File: config.mk
export PLATFORM = sky130hd
export DESIGN_NAME = fifo_arbiter
export DESIGN_NICKNAME = d
export VERILOG_FILES = /design/src/rtl/fifo_arbiter.sv
export SDC_FILE = /design/constraint.sdc
export NUM_CORES = 1
export LEC_CHECK = 0
export BUFFER_PORTS_ARGS = -buffer_cell sky130_fd_sc_hd__buf_4
export CELL_PAD_IN_SITES_DETAIL_PLACEMENT = 0
export CELL_PAD_IN_SITES_GLOBAL_PLACEMENT = 2
export CORE_ASPECT_RATIO = 1.5
export CORE_MARGIN = 3
export CORE_UTILIZATION = 31
export DETAILED_ROUTE_END_ITERATION = 10
export PLACE_DENSITY = 0.86
export SYNTH_ARGS = -nofsm -noshare
export SYNTH_HDL_FRONTEND = slang
export SYNTH_SLANG_ARGS = --single-unit
File: constraint.sdc
create_clock -name i_clk -period 3.9 [get_ports i_clk]
set_input_delay 0.975 -clock i_clk [delete_from_list [all_inputs] [get_ports i_clk]]
set_output_delay 0.975 -clock i_clk [all_outputs]
set_load 0.03 [all_outputs]
File: src/rtl/fifo_arbiter.sv
`default_nettype none
// ============================================================================
// Module      : fifo_arbiter
// Description : Two-port req/ack arbiter and sequencer in front of a single
//               FIFO instance. Grants one requester at a time (round-robin
//               when both ask), issues one-cycle push/pop commands to the
//               FIFO, tracks occupancy so overflow/underflow are never
//               issued, and returns pop data on the winner's rdata port.
// Ports       : i_clk, i_reset           clock, synchronous active-high reset
//               i_req_*/i_op_*/i_wdata_* requester A/B request, op (0 push,
//                                        1 pop) and push data
//               o_ack_*/o_err_*/o_rdata_* completion pulse, reject flag, pop data
//               o_fifo_enable/cmd/data   command port to the FIFO
//               i_fifo_data/i_fifo_done  response from the FIFO
//               o_count/o_full/o_empty   occupancy
//               o_proto_err              sticky: FIFO failed to signal done
// Revision    : 1.0 - initial release
// ============================================================================
module fifo_arbiter #(
    parameter int WIDTH = 8,
    parameter int DEPTH = 256
) (
    input  logic                       i_clk,
    input  logic                       i_reset,
    input  logic                       i_req_a,
    input  logic                       i_req_b,
    input  logic                       i_op_a,
    input  logic                       i_op_b,
    input  logic [WIDTH-1:0]           i_wdata_a,
    input  logic [WIDTH-1:0]           i_wdata_b,
    output logic                       o_ack_a,
    output logic                       o_ack_b,
    output logic                       o_err_a,
    output logic                       o_err_b,
    output logic [WIDTH-1:0]           o_rdata_a,
    output logic [WIDTH-1:0]           o_rdata_b,
    output logic                       o_fifo_enable,
    output logic [1:0]                 o_fifo_cmd,
    output logic [WIDTH-1:0]           o_fifo_data,
    input  logic [WIDTH-1:0]           i_fifo_data,
    input  logic                       i_fifo_done,
    output logic [$clog2(DEPTH):0]     o_count,
    output logic                       o_full,
    output logic                       o_empty,
    output logic                       o_proto_err
);

    localparam int         CW        = $clog2(DEPTH) + 1;
    localparam logic [1:0] C_CMD_NONE = 2'd0;
    localparam logic [1:0] C_CMD_PUSH = 2'd1;
    localparam logic [1:0] C_CMD_POP  = 2'd2;

    typedef enum logic [1:0] {
        S_IDLE    = 2'd0,
        S_ISSUE   = 2'd1,
        S_CAPTURE = 2'd2,
        S_RESP    = 2'd3
    } state_t;

    state_t           r_state;
    state_t           w_state_next;
    logic             r_win_b;      // granted port: 0 = A, 1 = B
    logic             r_op;         // granted operation: 0 = push, 1 = pop
    logic             r_rej;        // granted request was rejected
    logic             r_prio_b;     // round-robin: 1 = B wins a tie
    logic             r_proto_err;
    logic [WIDTH-1:0] r_fifo_data;
    logic [WIDTH-1:0] r_rdata_a;
    logic [WIDTH-1:0] r_rdata_b;
    logic [CW-1:0]    r_count;

    logic             w_req_any;
    logic             w_pick_b;
    logic             w_op;
    logic [WIDTH-1:0] w_wdata;
    logic             w_full;
    logic             w_empty;
    logic             w_rej;

    assign w_req_any = i_req_a | i_req_b;
    // B wins when it is the only requester, or on a tie when it holds priority.
    assign w_pick_b  = i_req_b & (~i_req_a | r_prio_b);
    assign w_op      = w_pick_b ? i_op_b    : i_op_a;
    assign w_wdata   = w_pick_b ? i_wdata_b : i_wdata_a;
    assign w_full    = (r_count == CW'(DEPTH));
    assign w_empty   = (r_count == '0);
    // Rejection is decided at grant time from the registered count, so the
    // FIFO never sees a push when full or a pop when empty.
    assign w_rej     = w_op ? w_empty : w_full;

    always_ff @(posedge i_clk) begin
        if (i_reset) begin
            r_state     <= S_IDLE;
            r_win_b     <= 1'b0;
            r_op        <= 1'b0;
            r_rej       <= 1'b0;
            r_prio_b    <= 1'b0;
            r_proto_err <= 1'b0;
            r_fifo_data <= '0;
            r_rdata_a   <= '0;
            r_rdata_b   <= '0;
            r_count     <= '0;
        end else begin
            r_state <= w_state_next;
            case (r_state)
                S_IDLE: begin
                    if (w_req_any) begin
                        r_win_b <= w_pick_b;
                        r_op    <= w_op;
                        r_rej   <= w_rej;
                        if (!w_rej) begin
                            r_fifo_data <= w_wdata;
                        end
                    end
                end
                S_CAPTURE: begin
                    if (!i_fifo_done) begin
                        r_proto_err <= 1'b1;
                    end
                    if (r_op) begin
                        if (r_win_b) begin
                            r_rdata_b <= i_fifo_data;
                        end else begin
                            r_rdata_a <= i_fifo_data;
                        end
                        r_count <= r_count - CW'(1);
                    end else begin
                        r_count <= r_count + CW'(1);
                    end
                end
                S_RESP: begin
                    // Hand the tie-break to the port that did not just win.
                    r_prio_b <= ~r_win_b;
                end
                default: begin
                end
            endcase
        end
    end

    always_comb begin
        w_state_next  = r_state;
        o_fifo_enable = 1'b0;
        o_fifo_cmd    = C_CMD_NONE;
        o_ack_a       = 1'b0;
        o_ack_b       = 1'b0;
        o_err_a       = 1'b0;
        o_err_b       = 1'b0;
        case (r_state)
            S_IDLE: begin
                if (w_req_any) begin
                    w_state_next = w_rej ? S_RESP : S_ISSUE;
                end
            end
            S_ISSUE: begin
                o_fifo_enable = 1'b1;
                o_fifo_cmd    = r_op ? C_CMD_POP : C_CMD_PUSH;
                w_state_next  = S_CAPTURE;
            end
            S_CAPTURE: begin
                w_state_next = S_RESP;
            end
            S_RESP: begin
                o_ack_a      = ~r_win_b;
                o_ack_b      = r_win_b;
                o_err_a      = ~r_win_b & r_rej;
                o_err_b      = r_win_b & r_rej;
                w_state_next = S_IDLE;
            end
            default: begin
                w_state_next = S_IDLE;
            end
        endcase
    end

    assign o_fifo_data = r_fifo_data;
    assign o_rdata_a   = r_rdata_a;
    assign o_rdata_b   = r_rdata_b;
    assign o_count     = r_count;
    assign o_full      = w_full;
    assign o_empty     = w_empty;
    assign o_proto_err = r_proto_err;

endmodule
`default_nettype wire

[Yosys cells after proc, flatten, opt, wreduce, memory -nomap -nowiden]
Index checks and enable logic that the tools add are counted.
W data, S select, Z words.
Word-level totals
  memories: 0
  memory bits (read-only): 0
  RAM bits: 0
  register bits: 40
  bits of input ports: 31
  bits in latches: 0
  word-level logic and storage cells: 47
  output and inout bits: 43
Operators by class
  div/mod/pow operators: 0
  muxes and demuxes: 14
  add/subtract/negate cells: 2
  order comparisons: 0
  bitwise logic cells: 9
  reduce and logical (&&, ||, !) cells: 7
  $mul: 0
  eq/ne operators: 5
  shift operators: 0
Operators by type and width (number)
  $add A9 B1 Y9 const B: 1
  $eq A9 B9 Y1 const B: 1
  $logic_not A9 Y1: 1
  $mux W9: 1
  $reduce_and A3 Y1: 3
  $sub A9 B1 Y9 const B: 1
  $mux W2: 4
  $mux W8: 1
  $pmux W2 S4: 1
  $mux W1: 7
  $eq A2 B2 Y1 const B: 2
  $not A1 Y1: 4
  $reduce_and A2 Y1: 2
  $and A1 B1 Y1: 3
  $eq A2 B1 Y1 const B: 1
  $logic_not A2 Y1: 1
  $ne A2 B2 Y1 const B: 1
  $or A1 B1 Y1: 2

[Logic depth before layout (Yosys ltp)]
  depth in word-level cells: 8
  mapped depth: 7
  mapped depth without buffers: 6

[Least setup slack after synthesis]
No wires, ideal clock.
  path kind: reg-to-output
  start point: reg r_count[0], in the netlist o_count[0]
  end point: out o_full
  buffers on the path: 0
  arrival: 1.510 ns
  data required time: 2.925 ns
  setup slack: 1.415 ns
  stages on the path, launching flop included: 4
  path through: dfxtp_1 > or4_4 > nor2_2 > and2_1
Between the ends
  word-level cells in the longest chain between the ends: 1
Ends and longest elaborated chain
  start: declaration: line 70  | logic [CW-1:0] r_count;
  start signal: assignment: line 126  | r_count <= r_count - CW'(1);
  start signal: assignment: line 128  | r_count <= r_count + CW'(1);
  $eq A9 B9 Y1: line 85  | assign w_full = (r_count == CW'(DEPTH));
  end: declaration: line 43  | output logic o_full,
No other way between the ends.

[Final worst setup path]
  start point: reg r_count[4], in the netlist o_count[4]
  end point: out o_full
Same word-level chain as after synthesis.

==> flow_summary.ini <==
[placed_design]
gp_congestion = 0.786
portBuffers = 73
dpl.hpwl_um = 4200

[sta]
rsz0062_at_grt = no
worst_pin_slew_ns = 0.816
hold_violations = 0
fmax_mhz = 363
fin_skew_ns = 0.00797
relSlewSlack_pct = 45.6
timing.setup.tns_ns = 0
fin_crit_ns = 2.75
setup_viol = 0
drv_slew = 0
period_share_pct = 70.5

[pwr]
p_total_mw = 1.91
powerDensity_nw_per_um2 = 670
peakVddDrop_mv = 0.328
leakage_nw = 1.36

[yosys]
syn_nets = 279
synth_top_family_by_area = simple AND/OR/NAND/NOR gates
syn_area_um2 = 2150
synth_area_leaders = dfxtp_1 37%, mux2i_1 9.3%, ha_1 7.0%
yosysTopAreaCell = dfxtp_1
yosys_warnings = 0
synth-seq-cells = 40
syn_inst = 235
muxShareOfSynthArea_pct = 9.83
yosysUniqueCellTypes = 47
synthSimpleGateAreaFrac_pct = 20.1
yosysSeqAreaShare_pct = 37.2
synth.top_cell.area_share_pct = 37.2
synth_adder_area_share_pct = 7.91
synth_xor_area_share_pct = 1.22
syn_avg_cell_area_um2 = 9.15
synth-compound-area-share_pct = 19.7

[run_status]
status = completed

[floorplan]
die_h_um = 108
start_util_pct = 32.5
core_um2 = 6620
rows = 36
die_width_um = 74.0
die-area_um2 = 7990
io_pins = 74

[clock_tree]
h-tree-depth = 2
cts_sinks = 40
cts_hold_buf = 0
numCtsBuffers = 5
cts_resized = 0
post-cts-setup-buffers = 0
cts_buffer_depth = 2
clkTransAtPathRegs_ns = 0.09
cts_tree = yes
cts_root_buffer = clkbuf_8
clkLatencyLatePin_ns = 0.30

[route]
drc = 0
drt_wl_total_um = 5620
dr.pass1.iters = 4
wl_per_cell_um = 14.8
drtIter0Drc = 105
ant_nets = 0
routed_via_density = 5.15
via_count = 1963

[layout]
fin_nets = 348
fill_cells = 674
final_common_cell = buf_4
mostFrequentLayoutCells = 74 x buf_4, 40 x dfxtp_1, 26 x nor2_1
fin_util_pct = 43.1
area_growth_syn_to_layout_pct = 32.8
n_antenna_cell = 0
final_layout_size_suffix_gt1_share_pct = 32.8

[global_routing]
grt_pass1_wl_um = 8940
grt_max_degree = 49
antenna_found_initial = 0
track_usage_pct = 14.4
grt_overflow = 0
grt_pass1_vias = 1874

[setup_path]
rr_worst_depth = 6
cp-end-kind = output port
worstPathArrival_ns = 1.78
start_kind = flop
setup.worst_path.start = o_count[4]
r2r-start = r_op
rrSetupSlack_ns = 1.52
worstSetupPathType = flop to output port
cp_data_required_time_ns = 2.92
r2r-end = o_count[8]
cp-endpoint = o_full
path_max_fanout = 4

[min_path]
min_from = o_rdata_a[3]
hp-class = flop to flop

[run]
drv_cap = 0
-- sequential cells by signal, indices dropped and copies added (netlist names) --
signal       cells
r_prio_b         1
o_rdata_b        8
o_proto_err      1
r_op             1
o_count          9
o_rdata_a        8
r_state          2
r_win_b          1
o_fifo_data      8
r_rej            1
-- per-stage QoR --
stage / instances / area (µm²) / hold slack, ns / setup WS, ns
5_1_grt: 381 / 2860 / 0.478 / 1.07
2_1_floorplan: 235 / 2150 / 0.436 / 1.41
6_report: 381 / 2860 / 0.459 / 1.15
3_5_place_dp: 373 / 2740 / 0.451 / 1.35
4_1_cts: 381 / 2860 / 0.464 / 1.13
3_3_place_gp: 373 / 2740 / 0.443 / 1.43
-- power breakdown --
group          total [mW]  switching [mW]  internal [mW]
logic               0.967           0.570          0.397
registers           0.589          0.0906          0.498
clock network       0.358           0.165          0.193
total                1.91           0.825           1.09
-- worst min path at each step --
stage / to / slack, ns / cells after the start
after floorplan: r_rej / 0.44 / 2
after global placement: o_rdata_a[3] / 0.44 / 2
after detailed placement: o_rdata_a[3] / 0.45 / 2
after CTS: o_rdata_a[3] / 0.46 / 2
after global routing: o_rdata_a[4] / 0.48 / 2
final: o_rdata_a[3] / 0.46 / 2
-- cell families after synthesis --
group | count (synthesis)
AOI/OAI and AO/OA | 58
DFF | 40
xor gates and xnor gates | 3
buffers and inverters | 19
adders and majority gates | 13
and+or+nand+nor | 81
muxes | 21
-- per-layer routing --
metal | track usage [%] | vias to the layer above | wire (µm)
li1 | - | 986 | -
met1 | 16.8 | 906 | 2270
met3 | 3.53 | 11 | 359
met5 | 0 | - | 0
met2 | 24.0 | 60 | 2830
met4 | 6.74 | 0 | 168
-- cell usage after synthesis, drive strengths merged --
master  count
dfxtp      40
nor2       27
mux2i      20
nand2      20
a21oi      13
a211oi     12
ha         12
a31oi       9
o21ai       8
inv         7
buf         6
clkbuf      6
and2        5
nor2b       4
and3        3
nand2b      3
nand3       3
nor3        3
nor3b       3
o211ai      3
or4         3
xnor2       3
a21o        2
a311oi      2
nand4       2
o21a        2
a211o       1
a21bo       1
a22o        1
a22oi       1
fa          1
mux2        1
nor4b       1
nor4bb      1
o21bai      1
o221a       1
o311ai      1
or2         1
or3         1
or4b        1
-- layout make-up --
| type | instances | area [µm²] | share of cell area, % |
|---|---|---|---|
| clock inverter | 3 | 46.3 | 1.62 |
| multi-input combinational | 176 | 1260 | 44.2 |
| timing repair buffer | 74 | 556 | 19.4 |
| clock buffer | 5 | 68.8 | 2.41 |
| tap | 76 | 95.1 | 3.33 |
| inverter | 7 | 26.3 | 0.920 |
| sequential | 40 | 801 | 28.0 |
-- worst max-delay path, cell delays in order, from the launching register on --
cell and delay [ns]:
dfxtp_1 0.36, or4_4 0.58, nor2_2 0.21, and2_1 0.17
buf_4 0.16
Note: power is estimated with default switching activity, not from simulation.
